==> config.mk <==
export PLATFORM = sky130hd
export DESIGN_NAME = temporal_buffer_reader
export DESIGN_NICKNAME = d
export VERILOG_FILES = /design/src/rtl/sat_pkg.sv /design/src/rtl/next_literal_finder.sv /design/src/rtl/temporal_buffer_reader.sv
export SDC_FILE = /design/constraint.sdc
export NUM_CORES = 1
export LEC_CHECK = 0
export BUFFER_PORTS_ARGS = -buffer_cell sky130_fd_sc_hd__buf_2
export CAP_MARGIN = 20
export CORE_UTILIZATION = 50
export CTS_CLUSTER_DIAMETER = 200
export DETAILED_ROUTE_END_ITERATION = 10
export PLACE_DENSITY = 0.86
export SLEW_MARGIN = 20
export SYNTH_ARGS = -nofsm -noshare
export SYNTH_HDL_FRONTEND = slang
export SYNTH_HIERARCHICAL = 1
export SYNTH_SLANG_ARGS = --single-unit
==> constraint.sdc <==
create_clock -name clk_i -period 8.34 [get_ports clk_i]
set_input_delay 0.417 -clock clk_i [delete_from_list [all_inputs] [get_ports clk_i]]
set_output_delay 0.417 -clock clk_i [all_outputs]
set_load 0.005 [all_outputs]
==> src/rtl/sat_pkg.sv <==
// Shared SAT-engine definitions: the null literal value and the temporal buffer reader state encoding.
package sat_pkg;

    localparam int NULL_LITERAL = 0;

    typedef enum logic [2:0] {
        S_IDLE,
        S_WAIT,
        S_LOAD,
        S_STREAM,
        S_DONE
    } reader_state_t;

endpackage

==> src/rtl/next_literal_finder.sv <==
// Finds the first eligible literal slot strictly above i_k in a packed literal vector.
// With TB_READER_SKIP_NULL_EN defined, null slots are not eligible; otherwise every slot is.
module next_literal_finder
    import sat_pkg::*;
#(
    parameter int NLIT  = 40,
    parameter int LAW   = 12,
    parameter int CNT_W = 6
) (
    input  logic [NLIT*LAW-1:0] i_vec,
    input  logic [CNT_W-1:0]    i_k,
    output logic [CNT_W-1:0]    o_next,
    output logic                o_found
);

`ifdef TB_READER_SKIP_NULL_EN
    // Descending scan so the lowest qualifying slot is the one left standing.
    always_comb begin
        o_found = 1'b0;
        o_next  = '0;
        for (int i = NLIT - 1; i >= 0; i--) begin
            if ((CNT_W'(i) > i_k) && (i_vec[i*LAW +: LAW] != LAW'(NULL_LITERAL))) begin
                o_found = 1'b1;
                o_next  = CNT_W'(i);
            end
        end
    end
`else
    logic [CNT_W:0] w_inc;
    logic           w_unused_vec;

    assign w_inc        = {1'b0, i_k} + (CNT_W+1)'(1);
    assign o_next       = w_inc[CNT_W-1:0];
    assign o_found      = (w_inc < (CNT_W+1)'(NLIT));
    assign w_unused_vec = ^i_vec;
`endif

endmodule

==> src/rtl/temporal_buffer_reader.sv <==
// Read-side sequencer: selects a temporal buffer entry, shadows its literal vector and streams it.
// Optional macro TB_READER_SKIP_NULL_EN: skip null literals instead of streaming every slot.
module temporal_buffer_reader
    import sat_pkg::*;
#(
    parameter  int NSAT                  = 3,
    parameter  int LITERAL_ADDRESS_WIDTH = 12,
    parameter  int MAX_CLAUSE_MEMBERSHIP = 20,
    parameter  int RD_LATENCY            = 1,
    localparam int NSAT_BITS             = $clog2(NSAT),
    localparam int LAW                   = LITERAL_ADDRESS_WIDTH,
    localparam int NLIT                  = (NSAT - 1) * MAX_CLAUSE_MEMBERSHIP,
    localparam int CNT_W                 = $clog2(NLIT + 1)
) (
    input  logic                 clk_i,
    input  logic                 rst_i,
    input  logic                 start_i,
    input  logic [NSAT_BITS-1:0] sel_index_i,
    output logic                 busy_o,
    output logic [NSAT_BITS-1:0] rd_index_o,
    input  logic [NLIT*LAW-1:0]  literals_mi,
    output logic                 lit_valid_o,
    input  logic                 lit_ready_i,
    output logic [LAW-1:0]       lit_o,
    output logic [CNT_W-1:0]     lit_idx_o,
    output logic                 lit_last_o,
    output logic                 done_o
);

    localparam int              LAT_W    = (RD_LATENCY > 1) ? $clog2(RD_LATENCY) : 1;
    localparam logic [LAT_W-1:0] LAT_LOAD = LAT_W'((RD_LATENCY > 0) ? RD_LATENCY - 1 : 0);

    reader_state_t        r_state;
    reader_state_t        w_state_nxt;
    logic [LAT_W-1:0]     r_lat_cnt;
    logic [LAT_W-1:0]     w_lat_nxt;
    logic [NSAT_BITS-1:0] r_rd_index;
    logic [NSAT_BITS-1:0] w_rd_nxt;
    logic [CNT_W-1:0]     r_k;
    logic [CNT_W-1:0]     w_k_nxt;
    logic [NLIT*LAW-1:0]  r_shadow;
    logic                 w_capture;
    logic [NLIT*LAW-1:0]  w_fin_vec;
    logic [CNT_W-1:0]     w_fin_k;
    logic [CNT_W-1:0]     w_fin_next;
    logic                 w_fin_found;
    logic                 w_first_elig;
    logic                 w_streaming;

    // In LOAD the search runs on the live buffer output, since the shadow is only being filled.
    assign w_fin_vec = (r_state == S_LOAD) ? literals_mi : r_shadow;
    assign w_fin_k   = (r_state == S_LOAD) ? '0 : r_k;

`ifdef TB_READER_SKIP_NULL_EN
    assign w_first_elig = (literals_mi[LAW-1:0] != LAW'(NULL_LITERAL));
`else
    assign w_first_elig = 1'b1;
`endif

    next_literal_finder #(
        .NLIT  (NLIT),
        .LAW   (LAW),
        .CNT_W (CNT_W)
    ) u_finder (
        .i_vec   (w_fin_vec),
        .i_k     (w_fin_k),
        .o_next  (w_fin_next),
        .o_found (w_fin_found)
    );

    always_comb begin
        w_state_nxt = r_state;
        w_lat_nxt   = r_lat_cnt;
        w_rd_nxt    = r_rd_index;
        w_k_nxt     = r_k;
        w_capture   = 1'b0;
        unique case (r_state)
            S_IDLE: begin
                if (start_i) begin
                    w_rd_nxt    = sel_index_i;
                    w_lat_nxt   = LAT_LOAD;
                    w_state_nxt = (RD_LATENCY == 0) ? S_LOAD : S_WAIT;
                end
            end
            S_WAIT: begin
                if (r_lat_cnt == '0) begin
                    w_state_nxt = S_LOAD;
                end else begin
                    w_lat_nxt = r_lat_cnt - LAT_W'(1);
                end
            end
            S_LOAD: begin
                w_capture = 1'b1;
                if (w_first_elig) begin
                    w_k_nxt     = '0;
                    w_state_nxt = S_STREAM;
                end else if (w_fin_found) begin
                    w_k_nxt     = w_fin_next;
                    w_state_nxt = S_STREAM;
                end else begin
                    w_state_nxt = S_DONE;
                end
            end
            S_STREAM: begin
                if (lit_ready_i) begin
                    if (w_fin_found) begin
                        w_k_nxt = w_fin_next;
                    end else begin
                        w_state_nxt = S_DONE;
                    end
                end
            end
            S_DONE: begin
                w_state_nxt = S_IDLE;
            end
            default: begin
                w_state_nxt = S_IDLE;
            end
        endcase
    end

    always_ff @(posedge clk_i or posedge rst_i) begin
        if (rst_i) begin
            r_state    <= S_IDLE;
            r_lat_cnt  <= '0;
            r_rd_index <= '0;
            r_k        <= '0;
        end else begin
            r_state    <= w_state_nxt;
            r_lat_cnt  <= w_lat_nxt;
            r_rd_index <= w_rd_nxt;
            r_k        <= w_k_nxt;
        end
    end

    // Shadow copy decouples the stream from later buffer rewrites; it needs no reset.
    always_ff @(posedge clk_i) begin
        if (w_capture) begin
            r_shadow <= literals_mi;
        end
    end

    assign w_streaming = (r_state == S_STREAM);
    assign busy_o      = (r_state == S_WAIT) || (r_state == S_LOAD) || w_streaming;
    assign rd_index_o  = r_rd_index;
    assign lit_valid_o = w_streaming;
    assign lit_o       = w_streaming ? r_shadow[r_k*LAW +: LAW] : '0;
    assign lit_idx_o   = w_streaming ? r_k : '0;
    assign lit_last_o  = w_streaming && !w_fin_found;
    assign done_o      = (r_state == S_DONE);

endmodule
==> results.md <==
- DRT Wirelength: approximately 63000 microns
- Initial Utilization: 0.5098
- Status: complete, no violations
- Crit Reg-Reg Endpoint: r_shadow[318]$_DFFE_PP_
- Vias per std cell: 5.748
- Iter 0 DRT Violations: 1095
- Combinational Power Share: 0.291
- Critical path's slowest cell: dfrtp_4
- Leakage power total: 10.16 nW
- Slew HR: 0.2069
- Critical path arrival: ~4.2 ns
- Pint: 5.353 mW
- Initial antenna violation count: 2
- Hold Crit Start: literals_mi[377]
- Syn nets: 1415
- Setup bufs post-CTS: 0
- Clock Skew: 0.01157 ns
- Antenna-violating nets left: 0
- Vias in the first global route: 14330
- Syn Inst Count: between 900 and 1000
- Setup TNS: 0 ns
- # setup viols final: 0
- Power Density: 281.8 nW/um^2
- Post-Place Cell Area: between 20000 and 25000 sq um
- Detailed Routing Iterations Pass 1: 5
- H-Tree Level Count: 2
- Die area: 39380 sq um
- NetSw: 2.316 mW
- Peak supply drop: approximately 190 uV
- Slowest cell delay on critical path: a little under 0.9 ns
- Fin crit share: 0.5561
- Placed cell count: 1903
- TritonCTS clock tree: built
- R2R cell count: 4
- Finished Layout Cells: 2327
- Hold crit path type: primary input to register
- CTS Sinks: 491
- # nets final: 2264
- Share of post-route cells with drive strength above 1: 0.3948
- Post-DP HPWL: around 37000 microns
- Post-cts sizing count: 0
- Clock tree buffer depth: 3
- Crit path kind: register to primary output
- Vias: around 13000
- Avg Cell Area, Syn: between 20 and 25 sq um
- Hold Path Stages: 1
- Clock root buffer: clkbuf_16
- Pre-CTS WS: about 4.2 ns
- I/O pins: 510
- Slew @ Worst Pin: 1.187 ns
- Max cap viols: 0
- TritonCTS buffer count: 49
- WHS Endpoint: r_shadow[377]$_DFFE_PP_
- CP required: 7.92 ns
- Max FO, Critical Path: 58
- Flop2flop setup slack: 4.61 ns
- CORE AREA: about 38000 sq um
- Syn. warnings: 6
- Clock-pin slew of the registers on the worst-case setup and hold paths: about 0.06 ns
- Pins Over Slew Limit: 0
- Hold_buf cts: 332
- GP Congestion: 0.9124
- Largest net degree at the start of global routing: 199
- Fill cells: 2158
- Total gr overflow: 0
- Post-Route Utilization: 0.7192
- Height of the die: 198.4 microns
- Total GRT Usage: 0.3213
- Startpoint Class: register
- Clock power share: 0.301
- Sw Share: 0.3020
- Synth-to-Final Area Change: 41.08%
- Worst-Skew Late Latency: a little under 0.6 ns
- Post-Layout Inst Area: roughly 27000 sq um
- Pwr Total: 7.669 mW
- Die X-Extent: 198.4 microns
- WL/cell: 27.22 microns
- Cell Area, Synth: about 19000 sq um
- Remaining DRCs: 0
- CP Capture Type: primary output
- PortBufs: about 510
- Worst R2R Start: r_state[2]$_DFFE_PP0P_
- First-pass GRT wire length: 89690 microns
- Crit-path cells: buf_4 > mux4_2 > mux2_2 > a221oi_1 > o41ai_2 > buf_2
- Max Clock Freq: 215.6 MHz
- Hold Vio Cnt, Final: 0
- FP Rows: 71
- Share of power burned in registers: 0.409
- Hold slack: 0.01772 ns
- RSZ-0062 raised after global routing: false
- Final WS setup: 3.702 ns
- Min cycle time layout: 4.638 ns
## worst max-delay path by stage
stage / end / startpoint / depth (start not counted)
floorplan: r_k[2]$_DFFE_PP0P_ / r_state[2]$_DFFE_PP0P_ / 13
global placement: lit_o[5] / r_k[1]$_DFFE_PP0P_ / 6
detailed placement: lit_o[5] / r_k[1]$_DFFE_PP0P_ / 6
CTS: lit_o[5] / r_k[1]$_DFFE_PP0P_ / 6
global route: lit_o[6] / r_k[0]$_DFFE_PP0P_ / 6
finish: lit_o[5] / r_k[1]$_DFFE_PP0P_ / 6
## state kept, by name, summed over array words and instances, names as in the netlist
name	cells
r_k	6
r_shadow	480
rd_index_o	2
r_state	3
## power by group through the flow
| stage | sequential [mW] | clock, mW | combinational (mW) |
|---|---|---|---|
| after global placement | 3.16 | 0 | 2.01 |
| after detailed placement | 3.17 | 0 | 2.05 |
| after global routing | 3.15 | 2.41 | 2.34 |
| final | 3.14 | 2.30 | 2.23 |
| after CTS | 3.12 | 2.27 | 2.19 |
| after floorplan | 3.08 | 0 | 1.48 |
## layout make-up
type                    count  area [sq um]  area share
well taps                 511         639.4     0.02349
diodes                      5         12.51   0.0004597
clock inverters            24         316.6     0.01163
flip-flops and latches    491         14700      0.5400
clock buffers              61          1314     0.04827
inverters                  10         37.54    0.001379
multi-input cells         372          4219      0.1550
repair buffers            853          5982      0.2198
## layout by cell type (no fill, tap or decap), drive strengths merged, types with 2 or more instances in the layout
cell type,n
a211oi,12
a21o,12
a21oi,15
a221oi,9
a22oi,24
a31oi,3
and2,20
and3b,2
buf,519
bufinv,8
clkbuf,61
clkinv,15
dfrtp,11
diode,5
dlygate4sd3,334
edfxtp,480
inv,11
mux2,17
mux2i,69
mux4,84
nand2,29
nand3,14
nand3b,2
nor2,14
nor2b,3
o2111a,3
o21ai,6
o221ai,9
o41ai,12
xnor2,2
xor2,2
## per-layer routing
layer	share of wire	GRT usage	wire [microns]
met2	0.51	0.5524	32290
met3	0.094	0.06884	5943
met1	0.34	0.3718	21500
met4	0.057	0.1900	3607
met5	0	0	0
## worst max-delay path: cells and delay by family, from the launching register on
family | cells | cell delay (ns)
AOI/OAI and AO/OA | 2 | 0.93
buffers and inverters | 2 | 1.01
DFF | 1 | 0.89
muxes | 2 | 0.74
(Power assumes the default switching activity.)
